`config.mk`:
```
export PLATFORM = sky130hd
export DESIGN_NAME = uart_tx
export DESIGN_NICKNAME = d
export VERILOG_FILES = /design/src/rtl/uart_pkg.sv /design/src/rtl/uart_bit_timer.sv /design/src/rtl/uart_tx.sv
export SDC_FILE = /design/constraint.sdc
export NUM_CORES = 1
export LEC_CHECK = 0
export CAP_MARGIN = 20
export CELL_PAD_IN_SITES_DETAIL_PLACEMENT = 1
export CELL_PAD_IN_SITES_GLOBAL_PLACEMENT = 1
export CORE_MARGIN = 1
export CORE_UTILIZATION = 28
export CTS_CLUSTER_SIZE = 12
export DETAILED_ROUTE_END_ITERATION = 7
export PLACE_DENSITY_LB_ADDON = 0.1
export SYNTH_ARGS = -nofsm -noshare
export SYNTH_HDL_FRONTEND = slang
export SYNTH_HIERARCHICAL = 1
export SYNTH_SLANG_ARGS = --single-unit
```
`constraint.sdc`:
```
create_clock -name clk -period 2.6 [get_ports clk]
set_input_delay 0.52 -clock clk [delete_from_list [all_inputs] [get_ports clk]]
set_output_delay 0.52 -clock clk [all_outputs]
set_load 0.05 [all_outputs]
```
`src/rtl/uart_pkg.sv`:
```
// Shared UART constants: one-hot FSM encodings, bit-period presets and frame width.
// Used by uart_tx, uart_rx and uart_bit_timer so both ends of the link agree on timing.
package uart_pkg;

    localparam int CLKS_PER_BIT_SIM      = 10;
    localparam int CLKS_PER_BIT_50M_9600 = 5208;
    localparam int DATA_BITS             = 8;

    localparam logic [3:0] ST_IDLE  = 4'b0001;
    localparam logic [3:0] ST_START = 4'b0010;
    localparam logic [3:0] ST_DATA  = 4'b0100;
    localparam logic [3:0] ST_STOP  = 4'b1000;

endpackage

```
`src/rtl/uart_bit_timer.sv`:
```
// Bit-period timer: counts 0..CLKS_PER_BIT-1 while en is high, held at 0 otherwise.
// tick marks the last cycle of a bit; half_tick marks the mid-bit sample point (for uart_rx).
module uart_bit_timer
    import uart_pkg::*;
#(
    parameter int CLKS_PER_BIT = CLKS_PER_BIT_SIM
) (
    input  logic clk,
    input  logic rst_n,
    input  logic en,
    output logic tick,
    output logic half_tick
);

    localparam int TW = $clog2(CLKS_PER_BIT);
    localparam logic [TW-1:0] LAST = TW'(CLKS_PER_BIT - 1);
    localparam logic [TW-1:0] HALF = TW'(CLKS_PER_BIT / 2 - 1);

    logic [TW-1:0] cnt;

    always_ff @(posedge clk or negedge rst_n) begin
        if (!rst_n) begin
            cnt <= '0;
        end else if (!en || cnt == LAST) begin
            cnt <= '0;
        end else begin
            cnt <= cnt + 1'b1;
        end
    end

    assign tick      = en && (cnt == LAST);
    assign half_tick = en && (cnt == HALF);

endmodule

```
`src/rtl/uart_tx.sv`:
```
// 8N1 UART transmitter: start accepted in IDLE, tx_o falls next cycle, frame lasts 10*CLKS_PER_BIT.
// No queuing: tx_start_i is ignored while busy; done pulses in the first IDLE cycle.
module uart_tx
    import uart_pkg::*;
#(
    parameter int CLKS_PER_BIT = CLKS_PER_BIT_SIM
) (
    input  logic                 clk,
    input  logic                 rst_n,
    input  logic                 tx_start_i,
    input  logic [DATA_BITS-1:0] data_i,
    output logic                 tx_o,
    output logic                 tx_busy_o,
    output logic                 tx_done_o
);

    localparam logic [2:0] LAST_IDX = 3'(DATA_BITS - 1);

    logic [3:0]           state, state_nxt;
    logic [DATA_BITS-1:0] shift, shift_nxt;
    logic [2:0]           bit_idx, bit_idx_nxt;
    logic                 tick, half_tick;

    uart_bit_timer #(
        .CLKS_PER_BIT(CLKS_PER_BIT)
    ) u_bit_timer (
        .clk      (clk),
        .rst_n    (rst_n),
        .en       (state != ST_IDLE),
        .tick     (tick),
        .half_tick(half_tick)
    );

    always_comb begin
        state_nxt   = state;
        shift_nxt   = shift;
        bit_idx_nxt = bit_idx;
        case (state)
            ST_IDLE: begin
                if (tx_start_i) begin
                    state_nxt = ST_START;
                    shift_nxt = data_i;
                end
            end
            ST_START: begin
                if (tick) begin
                    state_nxt   = ST_DATA;
                    bit_idx_nxt = '0;
                end
            end
            ST_DATA: begin
                if (tick) begin
                    shift_nxt = shift >> 1;
                    if (bit_idx == LAST_IDX) begin
                        state_nxt = ST_STOP;
                    end else begin
                        bit_idx_nxt = bit_idx + 1'b1;
                    end
                end
            end
            ST_STOP: begin
                if (tick) begin
                    state_nxt = ST_IDLE;
                end
            end
            default: state_nxt = ST_IDLE;
        endcase
    end

    // Outputs are registered from next-state values so tx_o changes in the cycle after acceptance.
    always_ff @(posedge clk or negedge rst_n) begin
        if (!rst_n) begin
            state     <= ST_IDLE;
            shift     <= '0;
            bit_idx   <= '0;
            tx_o      <= 1'b1;
            tx_busy_o <= 1'b0;
            tx_done_o <= 1'b0;
        end else begin
            state     <= state_nxt;
            shift     <= shift_nxt;
            bit_idx   <= bit_idx_nxt;
            tx_busy_o <= (state_nxt != ST_IDLE);
            tx_done_o <= (state == ST_STOP) && tick;
            case (state_nxt)
                ST_START: tx_o <= 1'b0;
                ST_DATA:  tx_o <= shift_nxt[0];
                default:  tx_o <= 1'b1;
            endcase
        end
    end

    // The mid-bit strobe is only consumed by the receiver; here it must never coincide with end-of-bit.
    a_tick_distinct: assert property (@(posedge clk) disable iff (!rst_n) !(tick && half_tick));

endmodule

```
==> impl_metrics.env, run 1 <==
export IMPL_syn_inst=103
export IMPL_fin_skew_ns=0.00142
export IMPL_wl_met1_um=1110
export IMPL_core_area_um2=3740
export IMPL_cp_num_buf_inv=1
export IMPL_final_nets=135
export IMPL_vdd_drop_max_mv=0.496
export IMPL_wl_met2_um=1030
export IMPL_max_freq_mhz=459
export IMPL_hold_path_startpoint="shift[3]$_DFFE_PN0P_"
export IMPL_drt_iter0_drc=35
export IMPL_hold_path_class="flip-flop to flip-flop"
export IMPL_p_per_area_nw_per_um2=891
export IMPL_dp_cells=162
export IMPL_clk_insertion_delay_late_ns=0.25
export IMPL_antenna_found_initial=0
export IMPL_leakage_nw=0.597
export IMPL_yosysWarnings=6
export IMPL_num_rows=22
export IMPL_syn_cell_area_um2=1120
export IMPL_grt_first_pass_wirelength_um=3870
export IMPL_die_x_um=65.3
export IMPL_start_util_pct=30.0
export IMPL_port_buffers=13
export IMPL_final_antenna_net_count=0
export IMPL_status="finished clean"
export IMPL_whs_path_depth=2
export IMPL_cp_slowest_cell="dfstp_2"
export IMPL_critPathKind="flip-flop to flip-flop"
export IMPL_rr_startpoint="state[0]$_DFF_PN1_"
export IMPL_holdPathEnd="shift[3]$_DFFE_PN0P_"
export IMPL_r2r_cells=7
export IMPL_worstSetupEndpointType="flip-flop"
export IMPL_drc_errors=0
export IMPL_hold_violations=0
export IMPL_cts_max_level=1
export IMPL_clk_pin_slew_ns=0.08
export IMPL_grt_max_degree=13
export IMPL_place_congestion=0.743
export IMPL_reg2reg_slack_ns=0.42
export IMPL_grt_ovfl_total=0
export IMPL_clk_root_buffer_cell="clkbuf_8"
export IMPL_clockBufferDepth=2
export IMPL_antenna_cells=0
export IMPL_arrival_ns=2.36
export IMPL_wl_um=2240
export IMPL_hpwl_um=1670
export IMPL_cts_sinks=22
export IMPL_area_growth_syn_to_layout_pct=18.6
export IMPL_relSlewSlack_pct=67.4
export IMPL_drive_gt1_share_pct=15.3
export IMPL_avgSynthCellArea_um2=10.9
export IMPL_r2r_end="tx_o$_DFF_PN1_"
export IMPL_cpPeakStageDelay_ns=0.59
export IMPL_max_cap_violations=0
export IMPL_drv_slew=0
export IMPL_worst_setup_path_start_kind="flip-flop"
export IMPL_hold_ws_ns=0.469
export IMPL_wl_per_cell_um=13.5
export IMPL_grt_total_usage_pct=12.1
export IMPL_grt_pass1_vias=807
export IMPL_die_area_um2=4270
export IMPL_cts_tree="yes"
export IMPL_hold_buffers=0
export IMPL_post_cts_setup_buffers=0
export IMPL_drtPass1Iterations=3
export IMPL_num_vias=770
export IMPL_placed_cell_area_um2=1290
export IMPL_timing_final_crit_period_ns=2.18
export IMPL_synth_nets=119
export IMPL_routed_top_layer="met4"
export IMPL_cts_made_buffers=3
export IMPL_required_ns=2.79
export IMPL_fp_dieH_um=65.3
export IMPL_cts_resized=0
export IMPL_setup_viol=0
export IMPL_rsz0062_at_grt="false"
export IMPL_tns_ns=0
export IMPL_crit_chain="nor4b_4 > inv_1 > and2_1 > and3b_4 > a22oi_2 > nand2_1 > a31oi_1"
export IMPL_final_cells=166
export IMPL_vias_per_cell=4.64
export IMPL_finalInstanceArea_um2=1330
export IMPL_ios=14
export IMPL_wl_met3_um=73
export IMPL_worstPathMaxFanout=8
export IMPL_final_cell_mix="nand2_1 (20), dfrtp_1 (20), clkdlybuf4s50_1 (13)"
export IMPL_fin_crit_sh_pct=83.8
export IMPL_worst_pin_slew_ns=0.487
export IMPL_fillerInstances=445
export IMPL_crit_family="simple AND/OR/NAND/NOR gates"
power by group:
part / switching, mW / total [mW] / internal, mW
sequential: 0.0915 / 0.557 / 0.465
combinational: 0.237 / 0.415 / 0.179
clock: 0.104 / 0.213 / 0.109
worst reg2reg max path, cell delays in order (launching register included):
cell,delay (ns)
dfstp_2,0.59
nor4b_4,0.27
inv_1,0.15
and2_1,0.23
and3b_4,0.21
a22oi_2,0.35
nand2_1,0.13
a31oi_1,0.18
routing by layer:
| layer | global-route usage (%) | vias up |
|---|---|---|
| met2 | 19.7 | 12 |
| met3 | 3.65 | 2 |
| met4 | 3.26 | 0 |
| met1 | 15.4 | 369 |
| met5 | 0 | - |
| li1 | - | 387 |
metrics by stage:
stage          util, %  power, mW  worst slack (ns)
6_report          35.6       1.19             0.422
5_1_grt           35.6       1.28             0.203
4_1_cts           35.6       1.21             0.384
3_5_place_dp      34.4      0.985             0.414
3_3_place_gp      34.4      0.975             0.462
2_1_floorplan        -      0.862             0.551
how the worst max path moves through the flow:
stage | startpoint | end | slack [ns] | cells past startpoint
after global routing | state[0]$_DFF_PN1_ | tx_o$_DFF_PN1_ | 0.20 | 7
after CTS | state[0]$_DFF_PN1_ | tx_o$_DFF_PN1_ | 0.38 | 7
after detailed placement | state[0]$_DFF_PN1_ | tx_o$_DFF_PN1_ | 0.41 | 7
final | state[0]$_DFF_PN1_ | tx_o$_DFF_PN1_ | 0.42 | 7
after global placement | state[0]$_DFF_PN1_ | tx_o$_DFF_PN1_ | 0.46 | 7
after floorplan | state[0]$_DFF_PN1_ | bit_idx[0]$_DFFE_PN0P_ | 0.55 | 8
flip-flops by register name (all words and copies together), names as in the netlist:
register         cells
tx_o                 1
state                4
bit_idx              3
shift                8
tx_done_o            1
u_bit_timer/cnt      4
tx_busy_o            1
final cells by class:
class,instances,area (um2),share of cell area (%)
sequential,22,553,41.5
tap,48,60.1,4.51
timing repair buffer,14,138,10.3
clock buffer,4,45.0,3.38
inverter,4,15.0,1.13
multi-input combinational,74,520,39.1
(Power assumes the default switching activity.)
==> run 2: changes to the inputs <==
==> constraint.sdc (replaced) <==
create_clock -name clk -period 1.8 [get_ports clk]
set_input_delay 0.36 -clock clk [delete_from_list [all_inputs] [get_ports clk]]
set_output_delay 0.36 -clock clk [all_outputs]
set_load 0.05 [all_outputs]
==> run 2 against run 1 <==
Clock-buffer cell count decreased by 1. Global-route usage increased by 0.89 points. Sequential cell count unchanged. Highest routed layer unchanged. The run now ends with negative setup slack left. Cell count increased by 12%. Wire length increased by 16%. Critical path depth unchanged. Maximum frequency increased by 18%.
==> impl_metrics.env, run 2 (synthesis results as in run 1) <==
export IMPL_status="finished with violations"
export IMPL_violations="negative setup slack"
export IMPL_grt_pass1_vias=943
export IMPL_setup_slack_ns=-0.0465
export IMPL_hpwl_um=1900
export IMPL_cts_made_buffers=3
export IMPL_drive_gt1_share_pct=37.0
export IMPL_leakage_nw=0.728
export IMPL_antenna_cells=0
export IMPL_fin_crit_sh_pct=103
export IMPL_grt_ovfl_total=0
export IMPL_largest_register_ff_count=8
export IMPL_hold_ws_ns=0.446
export IMPL_hold_path_class="input port to asynchronous set/reset pin"
export IMPL_fin_skew_ns=0.00454
export IMPL_rsz0062_at_grt="true"
export IMPL_clk_root_buffer_cell="clkbuf_8"
export IMPL_worst_setup_path_start_kind="flip-flop"
export IMPL_grt_total_usage_pct=13.0
export IMPL_drtPass1Iterations=3
export IMPL_cts_tree="yes"
export IMPL_drc_errors=0
export IMPL_final_antenna_net_count=0
export IMPL_wl_um=2600
export IMPL_final_common_cell="buf_4"
export IMPL_max_freq_mhz=542
export IMPL_antenna_found_initial=0
export IMPL_fp_dieH_um=65.3
export IMPL_grt_first_pass_wirelength_um=4220
export IMPL_worst_pin_slew_ns=0.308
export IMPL_final_nets=155
export IMPL_p_per_area_nw_per_um2=1370
export IMPL_cts_max_level=1
export IMPL_largest_register="shift"
export IMPL_critPathKind="flip-flop to flip-flop"
export IMPL_ios=14
export IMPL_vdd_drop_max_mv=0.354
export IMPL_rr_startpoint="state[0]$_DFF_PN1_"
export IMPL_required_ns=1.95
export IMPL_grt_max_degree=23
export IMPL_clk_pin_slew_ns=0.08
export IMPL_drt_iter0_drc=42
export IMPL_start_util_pct=30.0
export IMPL_core_area_um2=3740
export IMPL_die_x_um=65.3
export IMPL_wl_per_cell_um=14.0
export IMPL_clk_insertion_delay_late_ns=0.26
export IMPL_num_rows=22
export IMPL_finalInstanceArea_um2=1560
export IMPL_setup_viol=3
export IMPL_drv_slew=0
export IMPL_crit_start="state[0]$_DFF_PN1_"
export IMPL_worstSetupEndpointType="flip-flop"
export IMPL_timing_final_crit_period_ns=1.85
export IMPL_vias_per_cell=4.66
export IMPL_num_vias=867
export IMPL_port_buffers=13
export IMPL_place_congestion=0.745
export IMPL_final_cell_mix="buf_4 (22), nand2_1 (20), dfrtp_1 (20)"
export IMPL_die_area_um2=4270
export IMPL_clockBufferDepth=2
export IMPL_arrival_ns=2.00
export IMPL_power_mw=2.14
export IMPL_max_cap_violations=0
export IMPL_hold_violations=0
export IMPL_worstPathMaxFanout=4
export IMPL_placed_cell_area_um2=1420
export IMPL_cts_sinks=22
export IMPL_area_growth_syn_to_layout_pct=39.0
export IMPL_tns_ns=-0.130
export IMPL_top_regs="shift (8), state (4), u_bit_timer/cnt (4)"
export IMPL_relSlewSlack_pct=79.5
[run 2: final timing paths]
check,slack [ns],endpoint,cells past startpoint
setup / recovery,-0.05,bit_idx[0]$_DFFE_PN0P_,7
hold / removal,0.45,state[3]$_DFF_PN0_,2
setup reg to reg,-0.05,bit_idx[0]$_DFFE_PN0P_,7
hold reg to reg,0.48,shift[0]$_DFF_PN0_,2
max in group asynchronous,1.06,tx_o$_DFF_PN1_,2
min in group clk,0.48,shift[0]$_DFF_PN0_,2
[run 2: area by class of cell]
cell class,count,area [um2]
fillers,431,2180
multi-input cells,74,564
flip-flops and latches,22,553
repair buffers,34,297
well taps,48,60.1
clock buffers,3,41.3
clock inverters,1,30.0
inverters,4,15.0
[run 2: worst max-delay path, cell delays in order (launching register included)]
cell,delay (ns)
dfstp_2,0.54
nor4b_4,0.21
inv_1,0.09
and2_4,0.16
and3b_4,0.18
and2_4,0.17
nor2b_4,0.13
mux2_2,0.26
[run 2: through the flow]
step                worst slack [ns]  utilization (%)  std cells
global placement            -0.00581             38.0        179
CTS                          -0.0517             40.7        184
floorplan                     -0.205                -        103
finish                       -0.0465             41.7        186
global route                  -0.141             41.7        186
detailed placement           -0.0562             38.0        179
[run 2: what timing repair did]
action / 4_1_cts / 5_1_grt
resized for setup: 5 / 4
setup buffers: 1 / 2
pin swaps: 2 / 4
setup endpoints to repair: 12 / 14
hold buffers: 0 / 0
[run 2: where the power goes]
group	internal, mW	switching (mW)	total, mW
logic	0.450	0.456	0.906
clock network	0.297	0.164	0.461
registers	0.671	0.105	0.776
[run 2: metal layers]
layer  part of all wire, %  vias to the layer above  track usage, %
met3                   2.6                        2            2.08
met2                    53                       10            23.5
met5                     0                        -               0
met4                  0.50                        0            4.08
met1                    44                      426            15.5
li1                      -                      429               -
